### src/rtl/belt_pkg.sv
// Shared definitions for the belt merge packer and the upstream quality sorter.
package belt_pkg;

  // Default width of one goods quality value.
  localparam int GOODS_W = 7;

  // Quality split point used by the sorter (>= threshold goes to belt A).
  localparam int QUALITY_THRESHOLD = 61;

  typedef logic [GOODS_W-1:0] goods_t;

  typedef enum logic {
    BELT_A = 1'b0,
    BELT_B = 1'b1
  } belt_id_e;

  // Round-robin pick: a lone requester wins; with both requesting, the belt
  // opposite to the last grant wins.
  function automatic belt_id_e rr_pick(input logic req_a,
                                       input logic req_b,
                                       input belt_id_e last_grant);
    belt_id_e pick;
    if (req_a && req_b) begin
      pick = (last_grant == BELT_A) ? BELT_B : BELT_A;
    end else if (req_b) begin
      pick = BELT_B;
    end else begin
      pick = BELT_A;
    end
    return pick;
  endfunction

endpackage

### src/rtl/belt_fifo.sv
// Synchronous FIFO for one belt. A push at full is accepted only when the
// same edge also pops; otherwise the item is not written (the caller flags it).
// The read port is combinational from storage: no write-to-read bypass.
module belt_fifo #(
  parameter int DATA_W = 7,
  parameter int DEPTH  = 4
) (
  input  logic              clk,
  input  logic              rst,
  input  logic              push,
  input  logic [DATA_W-1:0] wdata,
  input  logic              pop,
  output logic [DATA_W-1:0] rdata,
  output logic              full,
  output logic              empty
);

  localparam int AW = $clog2(DEPTH);

  // Pointers carry one extra wrap bit to tell full from empty.
  logic [AW:0]       wr_ptr;
  logic [AW:0]       rd_ptr;
  logic [DATA_W-1:0] mem [DEPTH];
  logic              do_push;
  logic              do_pop;

  assign empty   = (wr_ptr == rd_ptr);
  assign full    = (wr_ptr[AW] != rd_ptr[AW]) &&
                   (wr_ptr[AW-1:0] == rd_ptr[AW-1:0]);
  assign do_pop  = pop && !empty;
  assign do_push = push && (!full || do_pop);
  assign rdata   = mem[rd_ptr[AW-1:0]];

  // Pointer update on accepted push / pop.
  // NOTE: sequential state uses non-blocking assignments so every flop samples pre-edge values.
  always_ff @(posedge clk) begin
    if (rst) begin
      wr_ptr <= '0;
      rd_ptr <= '0;
    end else begin
      if (do_push) wr_ptr <= wr_ptr + 1'b1;
      if (do_pop)  rd_ptr <= rd_ptr + 1'b1;
    end
  end

  // Storage write.
  // NOTE: the array has no reset; empty pointers make stale contents unreachable.
  always_ff @(posedge clk) begin
    if (do_push) mem[wr_ptr[AW-1:0]] <= wdata;
  end

endmodule

### src/rtl/belt_merge_packer.sv
// Merges the high-quality (A) and low-quality (B) belts onto one packing port.
// Each belt is buffered in its own FIFO; a round-robin arbiter feeds a single
// output register with a valid/ready handshake. Box positions are tracked per
// belt, the item closing a box is flagged, and completed boxes are counted.
module belt_merge_packer
  import belt_pkg::*;
#(
  parameter int DATA_W     = 7,
  parameter int FIFO_DEPTH = 4,
  parameter int BOX_SIZE   = 4,
  parameter int CNT_W      = 16
) (
  input  logic              clk,
  input  logic              rst,
  input  logic              valid_belt_a,
  input  logic [DATA_W-1:0] belt_a,
  input  logic              valid_belt_b,
  input  logic [DATA_W-1:0] belt_b,
  output logic              valid_o,
  input  logic              ready_i,
  output logic [DATA_W-1:0] goods_o,
  output logic              belt_id_o,
  output logic              box_last_o,
  output logic              ovf_a,
  output logic              ovf_b,
  output logic [CNT_W-1:0]  boxes_a,
  output logic [CNT_W-1:0]  boxes_b
);

  localparam logic [0:0] OUT_EMPTY = 1'b0;
  localparam logic [0:0] OUT_FULL  = 1'b1;

  // Position counters need at least one bit even when BOX_SIZE is 1.
  localparam int              POS_W    = (BOX_SIZE > 1) ? $clog2(BOX_SIZE) : 1;
  localparam logic [POS_W-1:0] LAST_POS = POS_W'(BOX_SIZE - 1);

  logic [DATA_W-1:0] a_rdata;
  logic [DATA_W-1:0] b_rdata;
  logic              a_full;
  logic              a_empty;
  logic              b_full;
  logic              b_empty;
  logic              pop_a;
  logic              pop_b;

  logic [0:0]        out_state;
  belt_id_e          out_id;
  belt_id_e          last_grant;
  belt_id_e          grant;
  logic              handshake;
  logic              load;
  logic              load_last;

  logic [POS_W-1:0]  pos_a;
  logic [POS_W-1:0]  pos_b;
  logic [POS_W-1:0]  pos_a_next;
  logic [POS_W-1:0]  pos_b_next;

  belt_fifo #(
    .DATA_W (DATA_W),
    .DEPTH  (FIFO_DEPTH)
  ) u_fifo_a (
    .clk   (clk),
    .rst   (rst),
    .push  (valid_belt_a),
    .wdata (belt_a),
    .pop   (pop_a),
    .rdata (a_rdata),
    .full  (a_full),
    .empty (a_empty)
  );

  belt_fifo #(
    .DATA_W (DATA_W),
    .DEPTH  (FIFO_DEPTH)
  ) u_fifo_b (
    .clk   (clk),
    .rst   (rst),
    .push  (valid_belt_b),
    .wdata (belt_b),
    .pop   (pop_b),
    .rdata (b_rdata),
    .full  (b_full),
    .empty (b_empty)
  );

  assign valid_o   = (out_state == OUT_FULL);
  assign belt_id_o = out_id;
  assign handshake = valid_o && ready_i;

  // Arbitration and load decision: load when the register is empty or is
  // being drained this edge, and some FIFO has an item.
  // NOTE: every always_comb output gets a default first so no latch is inferred.
  always_comb begin
    load  = 1'b0;
    grant = BELT_A;
    pop_a = 1'b0;
    pop_b = 1'b0;
    grant = rr_pick(!a_empty, !b_empty, last_grant);
    load  = (!a_empty || !b_empty) && ((out_state == OUT_EMPTY) || handshake);
    pop_a = load && (grant == BELT_A);
    pop_b = load && (grant == BELT_B);
  end

  // Post-handshake box positions. A reload of the same belt on a handshake
  // edge must see the advanced position, so box_last is derived from these.
  always_comb begin
    pos_a_next = pos_a;
    pos_b_next = pos_b;
    if (handshake && (out_id == BELT_A)) begin
      pos_a_next = (pos_a == LAST_POS) ? '0 : pos_a + POS_W'(1);
    end
    if (handshake && (out_id == BELT_B)) begin
      pos_b_next = (pos_b == LAST_POS) ? '0 : pos_b + POS_W'(1);
    end
    load_last = (grant == BELT_A) ? (pos_a_next == LAST_POS)
                                  : (pos_b_next == LAST_POS);
  end

  // Output register and round-robin pointer; pointer moves only on a load.
  always_ff @(posedge clk) begin
    if (rst) begin
      out_state  <= OUT_EMPTY;
      goods_o    <= '0;
      out_id     <= BELT_A;
      box_last_o <= 1'b0;
      last_grant <= BELT_B;
    end else if (load) begin
      out_state  <= OUT_FULL;
      goods_o    <= (grant == BELT_A) ? a_rdata : b_rdata;
      out_id     <= grant;
      box_last_o <= load_last;
      last_grant <= grant;
    end else if (handshake) begin
      out_state  <= OUT_EMPTY;
    end
  end

  // Box positions and completed-box counters advance only on a handshake.
  always_ff @(posedge clk) begin
    if (rst) begin
      pos_a   <= '0;
      pos_b   <= '0;
      boxes_a <= '0;
      boxes_b <= '0;
    end else begin
      pos_a <= pos_a_next;
      pos_b <= pos_b_next;
      if (handshake && box_last_o && (out_id == BELT_A)) boxes_a <= boxes_a + 1'b1;
      if (handshake && box_last_o && (out_id == BELT_B)) boxes_b <= boxes_b + 1'b1;
    end
  end

  // Sticky overflow: an item arrives at a full FIFO that is not popped.
  always_ff @(posedge clk) begin
    if (rst) begin
      ovf_a <= 1'b0;
      ovf_b <= 1'b0;
    end else begin
      if (valid_belt_a && a_full && !pop_a) ovf_a <= 1'b1;
      if (valid_belt_b && b_full && !pop_b) ovf_b <= 1'b1;
    end
  end

endmodule
### config.mk
export PLATFORM = sky130hd
export DESIGN_NAME = belt_merge_packer
export DESIGN_NICKNAME = d
export VERILOG_FILES = /design/src/rtl/belt_pkg.sv /design/src/rtl/belt_fifo.sv /design/src/rtl/belt_merge_packer.sv
export SDC_FILE = /design/constraint.sdc
export NUM_CORES = 1
export LEC_CHECK = 0
export BUFFER_PORTS_ARGS = -buffer_cell sky130_fd_sc_hd__buf_2
export CORE_ASPECT_RATIO = 1.2
export CORE_MARGIN = 2
export CORE_UTILIZATION = 57
export DETAILED_ROUTE_END_ITERATION = 16
export PLACE_DENSITY_LB_ADDON = 0.12
export SLEW_MARGIN = 20
export SYNTH_ARGS = -nofsm -noshare
export SYNTH_HDL_FRONTEND = slang
export SYNTH_SLANG_ARGS = --single-unit
### constraint.sdc
create_clock -name clk -period 2.8 [get_ports clk]
set_clock_uncertainty 0.15 [all_clocks]
set_input_delay 0.42 -clock clk [delete_from_list [all_inputs] [get_ports clk]]
set_output_delay 0.42 -clock clk [all_outputs]
set_load 0.005 [all_outputs]
==> metrics.md, run 1 <==
| Metric | Value |
|---|---|
| Root buffer cell | clkbuf_8 |
| RePlAce Congestion | between 0.8 and 0.9 |
| Tmin final | 2.21 ns |
| CTS buffer count | 17 |
| Layout Nets | a little over 500 |
| Mux share of post-synthesis cell area | under 10% |
| Crit path kind | reg -> reg |
| Io pins | between 60 and 70 |
| TritonCTS clock tree | done |
| Setup_tns | 0 ns |
| Total clock sinks | approximately 120 |
| Max Slew Vio Count | 0 |
| Worst skew pair latency | 0.50 ns |
| Number of library cell types mapped by synthesis | 57 |
| Clock transition at the registers of the reported paths | roughly 0.06 ns |
| Syn nets | about 430 |
| RSZ-0062 raised after global routing | false |
| Worst Tran Pin Value | between 0.4 and 0.5 ns |
| Footprint of the multi-input gates | roughly 0.0020 mm2 |
| Setup Viol. Count Final | 0 |
| FF/Latch Area | approximately 0.003 mm2 |
| # diodes | 0 |
| Post_cts resized | 0 |
| CP Capture Type | register |
| Dpl hpwl | between 6 and 7 mm |
| Longest Clk Path Bufs | 2 |
| Worst hold path type | in -> reg |
| Sequential area share after synthesis | 58.8% |
| Starting Density | between 50% and 60% |
| Final Total Pwr | around 6 mW |
| I/O Buffers | between 60 and 70 |
| Final hold slack | a little under 0.03 ns |
| Seq cells post-synth | 121 |
| Adder-Cell Fraction of Synth Area | 3.45% |
| Max-Cap Viols | 0 |
| Final wirelength | a little under 10 mm |
| First drt pass iteration count | 5 |
| Critical Path Start Type | register |
| Max H-tree Level | 4 |
| Iteration-0 DRC count of the detailed router | about 190 |
| Post-synthesis cell area | roughly 0.005 mm2 |
| R2R Setup Slk | a little under 0.6 ns |
| Post-Syn Area per Cell | ~13 um2 |
| Max Fanout on Critical Path | 8 |
| Largest family of logic cells by synthesized area | simple AND/OR/NAND/NOR gates |
| Synth Area in Compound Gates | roughly 5.5% |
| Area Growth Syn to Fin | 21.6% |
| Power density cells | 1000 mW/mm2 |
| Rows | 37 |
| Vias in the first global route | around 3,300 |
| Leak Pwr | about 2.4 nW |
| First-pass GRT wire length | 16.1 mm |
| Cell area after layout | between 0.006 and 0.007 mm2 |
| Post-Synth XOR/XNOR Area | approximately 7.5% |
| Chip Width | around 90 um |
| Syn Inst Count | 399 |
| Post-Synth Simple-Gate Area | around 15% |
| WP data required | between 2 and 3 ns |
| Routed Antenna Nets | 0 |
| Wirelength per Cell | ~16 um |
| Die area | between 0.009 and 0.01 mm2 |
| Slew HR | between 60% and 70% |
| Residual DRC | 0 |
| Core area | approximately 0.0086 mm2 |
| Max Fclk | 453 MHz |
| Layout cells sized above 1 | a little over a quarter |
| Yosys Warn Count | 0 |
| Final Hold Viols | 0 |
| Vias/cell | 5.46 |
| Peak VDD IR | just over 0.5 mV |
| Vias | between 3,000 and 4,000 |
| Largest net degree at the start of global routing | 22 |
| WP data arrival | about 2.2 ns |
| Antenna violations before repair | 0 |
| Die Ht | 107 um |
| Fillers | approximately 620 |
| Post-synth top flop | dfxtp_1 |
| Post-DP Area | approximately 0.0055 mm2 |
| Final Cycle Share | about four fifths |
| Post-synth EDFFs | 56 |
| Status | completed |
| Overall Global Routing Usage | between 20% and 30% |
| GR Overflow Total | 0 |
| Async S/R FF share, synth | 0% |
-- stage by stage --
step | cells | worst slack [ns] | utilization (%)
after global placement | 564 | 0.524 | 63.6
after floorplan | 399 | 0.887 | -
final | 607 | 0.590 | 71.7
after CTS | 606 | 0.596 | 71.5
after detailed placement | 564 | 0.428 | 63.6
after global routing | 607 | 0.482 | 71.7
-- routing by layer --
layer	track usage [%]	part of all wire (%)	vias up
met2	36.4	51	102
li1	-	-	1619
met4	8.90	2.1	0
met3	5.81	5.4	20
met1	26.5	42	1573
met5	0	0	-
-- layout by cell type (no fill, tap or decap), drive strengths merged, types with 14 or more instances in the layout --
| cell type | count |
|---|---|
| nor2 | 51 |
| xnor2 | 19 |
| xor2 | 21 |
| buf | 64 |
| nand3 | 15 |
| dfxtp | 65 |
| edfxtp | 56 |
| clkbuf | 18 |
| mux4 | 14 |
| nand2 | 21 |
| ha | 14 |
-- registers in the layout, indices dropped and copies added, names as in the netlist, 2 cells and up, named ones only --
name,flops
u_fifo_a.mem,28
u_fifo_a.rd_ptr,3
boxes_b,16
u_fifo_b.rd_ptr,3
u_fifo_a.wr_ptr,3
goods_o,7
pos_b,2
u_fifo_b.wr_ptr,3
u_fifo_b.mem,28
boxes_a,16
pos_a,2
-- what timing repair did --
action / 4_1_cts / 5_1_grt
buffers inserted: 0 / 0
hold buffers: 10 / 1
hold endpoints to repair: 40 / 4
-- path summary, 6_finish.rpt --
path / startpoint / cells past startpoint / end
hold reg to reg: ovf_b / 2 / ovf_b
setup reg to reg: u_fifo_b.wr_ptr[0] / 4 / u_fifo_b.mem[3][0]
setup / recovery: u_fifo_b.wr_ptr[0] / 4 / u_fifo_b.mem[3][0]
hold / removal: belt_a[3] / 1 / u_fifo_a.mem[1][3]
-- logic make-up after synthesis --
family,after synthesis
adder cells (fa/ha/maj),14
buffers and inverters,23
AND/OR/NAND/NOR,147
AO/OA/AOI/OAI,34
multiplexers,20
XOR/XNOR,40
flip-flops,121
-- critical path, cell delays in order (launching register included) --
cell,delay [ns]
dfxtp_1,0.44
xor2_1,0.36
nor3_1,0.16
o221ai_2,0.36
and2_1,0.41
-- Yosys cell counts, drive strengths merged (7+ instances only) --
master   n  area (um2)
nor2    51         194
and2    10        68.8
a21oi    8        51.3
nand4    9        62.6
buf      8        43.8
edfxtp  56        1680
xnor2   19         196
nand3   15        92.6
xor2    21         184
ha      14         175
inv      7        26.3
nand2   21        78.8
mux4    14         315
nor2b    7        43.8
clkbuf   8        31.3
dfxtp   65        1300
nor3     7        35.0
a221o    9        91.3
-- layout make-up --
cell class	count	share of cell area, %
Clock buffer	18	6.77
Clock inverter	14	2.76
Tap cell	117	2.37
Inverter	7	0.426
Multi-Input combinational cell	255	32.3
Timing Repair Buffer	75	7.06
Sequential cell	121	48.3
-- report_power, final --
part / switching, mW / internal (mW)
logic: 0.806 / 0.692
registers: 0.272 / 2.26
clock network: 0.784 / 1.36
total: 1.86 / 4.31
No activity file was read; power rests on OpenSTA's default activity.
==> run 2: changes to the inputs <==
--- a/config.mk
+++ b/config.mk
@@ -8,7 +8,7 @@
 export BUFFER_PORTS_ARGS = -buffer_cell sky130_fd_sc_hd__buf_2
 export CORE_ASPECT_RATIO = 1.2
 export CORE_MARGIN = 2
-export CORE_UTILIZATION = 57
+export CORE_UTILIZATION = 52
 export DETAILED_ROUTE_END_ITERATION = 16
 export PLACE_DENSITY_LB_ADDON = 0.12
 export SLEW_MARGIN = 20
==> constraint.sdc (replaced) <==
create_clock -name clk -period 1.8 [get_ports clk]
set_clock_uncertainty 0.15 [all_clocks]
set_input_delay 0.27 -clock clk [delete_from_list [all_inputs] [get_ports clk]]
set_output_delay 0.27 -clock clk [all_outputs]
set_load 0.005 [all_outputs]
==> metrics.md, run 2 (same netlist as run 1, synthesis figures left out) <==
| Metric | Value |
|---|---|
| Status | complete, but fails checks |
| Violated checks | negative setup slack |
| Dpl hpwl | 7.12 mm (+3.6%) |
| Layout cells sized above 1 | 36.1% (+9.8 points) |
| Stages on the worst setup path | 6 (+2) |
| TritonCTS clock tree | done |
| Core area | 0.00952 mm2 (+11%) |
| Antenna violations before repair | 0 (unchanged) |
| I/O Buffers | 62 (unchanged) |
| CP Buf/Inv Count | 1 (+1) |
| Setup_tns | -0.000955 ns (-0.000955 ns) |
| Die area | 0.0106 mm2 (+9.2%) |
| CTS buffer count | 17 (unchanged) |
| Net Sw Frac | 29.2% (-0.98 points) |
| Setup ws final | -0.000955 ns (-0.591 ns) |
| CP Capture Type | register |
| Hold path cells | 3 (+2) |
| Vias/cell | 5.33 (-2.4%) |
| Int Pwr | 7.66 mW (+78%) |
| WP data arrival | 1.96 ns (-0.26 ns) |
| Chip Width | 94.2 um (+4.5%) |
| Clock transition at the registers of the reported paths | 0.05 ns (about the same) |
| Area Growth Syn to Fin | 33.3% |
| Vias | 3,500 (+5.6%) |
| Top cell family by delay on the critical path | compound AO/OA/AOI/OAI gates |
| RSZ-0062 raised after global routing | true |
| Post-DP Area | 0.00582 mm2 (+6.3%) |
| Leak Pwr | 2.68 nW (+12%) |
| Residual DRC | 0 (unchanged) |
| RePlAce Congestion | 0.814 (+0.22%) |
| Die Ht | 112 um (+4.5%) |
| Wirelength per Cell | 16.1 um (-1.1%) |
| Layout Utilization | 71.1% (-0.58 points) |
| Final hold slack | 0.0379 ns (+0.00873 ns) |
| Cell area after layout | 0.00676 mm2 (+9.6%) |
| P_sw | 3.16 mW (+70%) |
| Setup Viol. Count Final | 1 (+1) |
| Clock share of power | 31.6% (-3.1 points) |
| Gr busiest metal | met2 |
| Max-Cap Viols | 0 (unchanged) |
| Rows | 39 (+5.4%) |
| Routed Antenna Nets | 0 (unchanged) |
| Worst hold path type | in -> reg |
| Final Total Pwr | 10.8 mW (+75%) |
| Starting Density | 53.3% (-5.6 points) |
| Power density cells | 1600 mW/mm2 (+60%) |
| Max H-tree Level | 4 (unchanged) |
| Largest net degree at the start of global routing | 54 (+150%) |
| Overall Global Routing Usage | 21.2% (-0.38 points) |
| Worst Tran Pin Value | 0.374 ns (-0.105 ns) |
| R2R depth | 6 (+2) |
| Worst skew pair latency | 0.41 ns (-0.09 ns) |
| # diodes | 0 (unchanged) |
| Crit path kind | reg -> reg |
| Met2 usage | 35.9% (-0.45 points) |
| Commonest non-fill, non-tap cell in the layout | buf_2 |
| First-pass GRT wire length | 16.9 mm (+4.7%) |
| Crit-path cells | xnor2_2 > buf_4 > nand3_4 > a211o_4 > mux2i_1 > nor2_1 |
| Root buffer cell | clkbuf_16 |
| Final wirelength | 10.6 mm (+7.0%) |
| Layout Nets | 554 (+8.6%) |
| WP data required | 1.96 ns (-0.85 ns) |
| Max Fclk | 555 MHz (+23%) |
| GR Overflow Total | 0 (unchanged) |
| Max Fanout on Critical Path | 7 (-1) |
| Longest Clk Path Bufs | 2 (unchanged) |
| First drt pass iteration count | 5 (unchanged) |
| Slew HR | 75.0% (+6.9 points) |
| Final Hold Viols | 0 (unchanged) |
| CP max stage cell | a211o_4 |
| Total clock sinks | 121 (unchanged) |
| Commonest non-fill, non-tap cells in the layout | buf_2, edfxtp_1, dfxtp_1, nor2_1, buf_4 |
| Iteration-0 DRC count of the detailed router | 171 (-8.1%) |
| Met3 usage | 6.11% (+0.30 points) |
| Max Slew Vio Count | 0 (unchanged) |
| Part of the power in registers | 36.0% (-5.0 points) |
| CP max stage delay | 0.40 ns (-0.04 ns) |
| Final Cycle Share | 100% (+21 points) |
| Io pins | 63 (unchanged) |
| Peak VDD IR | 0.792 mV (+53%) |
| Combinational share of power | 32.4% (+8.1 points) |
| Critical Path Start Type | register |
| Vias in the first global route | 3,469 (+6.4%) |
| Met1 GRT Util | 25.7% (-0.85 points) |
| Tmin final | 1.80 ns (-0.409 ns) |
-- run 2: final timing paths --
kind | start | end | slack, ns
setup / recovery | u_fifo_a.rd_ptr[1] | u_fifo_b.rd_ptr[1] | -0.001
hold reg to reg | goods_o[6] | goods_o[6] | 0.33
setup reg to reg | u_fifo_a.rd_ptr[1] | u_fifo_b.rd_ptr[1] | -0.001
hold / removal | valid_belt_a | ovf_a | 0.04
-- run 2: tightest hold or removal path: cells and delay by family --
family / cells / cell delay (ns)
buffers and inverters: 1 / 0.12
AOI/OAI and AO/OA: 1 / 0.08
and+or+nand+nor: 1 / 0.07
-- run 2: metal layers --
| metal | share of wire (%) | vias up |
|---|---|---|
| met4 | 1.2 | 0 |
| met3 | 4.0 | 12 |
| met2 | 53 | 82 |
| met5 | 0 | - |
| li1 | - | 1700 |
| met1 | 42 | 1706 |
-- run 2: layout make-up --
class / count / area, um2
Tap cell: 123 / 154
Clock buffer: 23 / 489
Sequential cell: 121 / 3000
Inverter: 7 / 26.3
Fill cell: 660 / 2750
Clock inverter: 9 / 120
Multi-Input combinational cell: 255 / 2150
Timing Repair Buffer: 119 / 822
-- run 2: repair_timing --
action | 4_1_cts | 5_1_grt
resized for setup | 12 | 28
hold buffers | 14 | 0
endpoints found under the setup margin | 56 | 84
hold endpoints to repair | 56 | 0
gates cloned | 0 | 0
setup buffers | 1 | 3
pin swaps | 2 | 18
-- run 2: stage by stage --
stage                     instances  setup WS, ns
after floorplan                 399       0.00331
after global placement          607       -0.0279
after detailed placement        607       -0.0469
after CTS                       654       -0.0155
after global routing            657       -0.0611
final                           657     -0.000955
-- run 2: power groups by stage --
stage / Clock, mW / Sequential (mW) / Combinational [mW]
6_report: 3.42 / 3.90 / 3.50
5_1_grt: 3.62 / 3.95 / 3.80
2_1_floorplan: 0 / 3.79 / 1.93
3_5_place_dp: 0 / 3.90 / 2.97
3_3_place_gp: 0 / 3.87 / 2.89
4_1_cts: 3.48 / 3.86 / 3.15
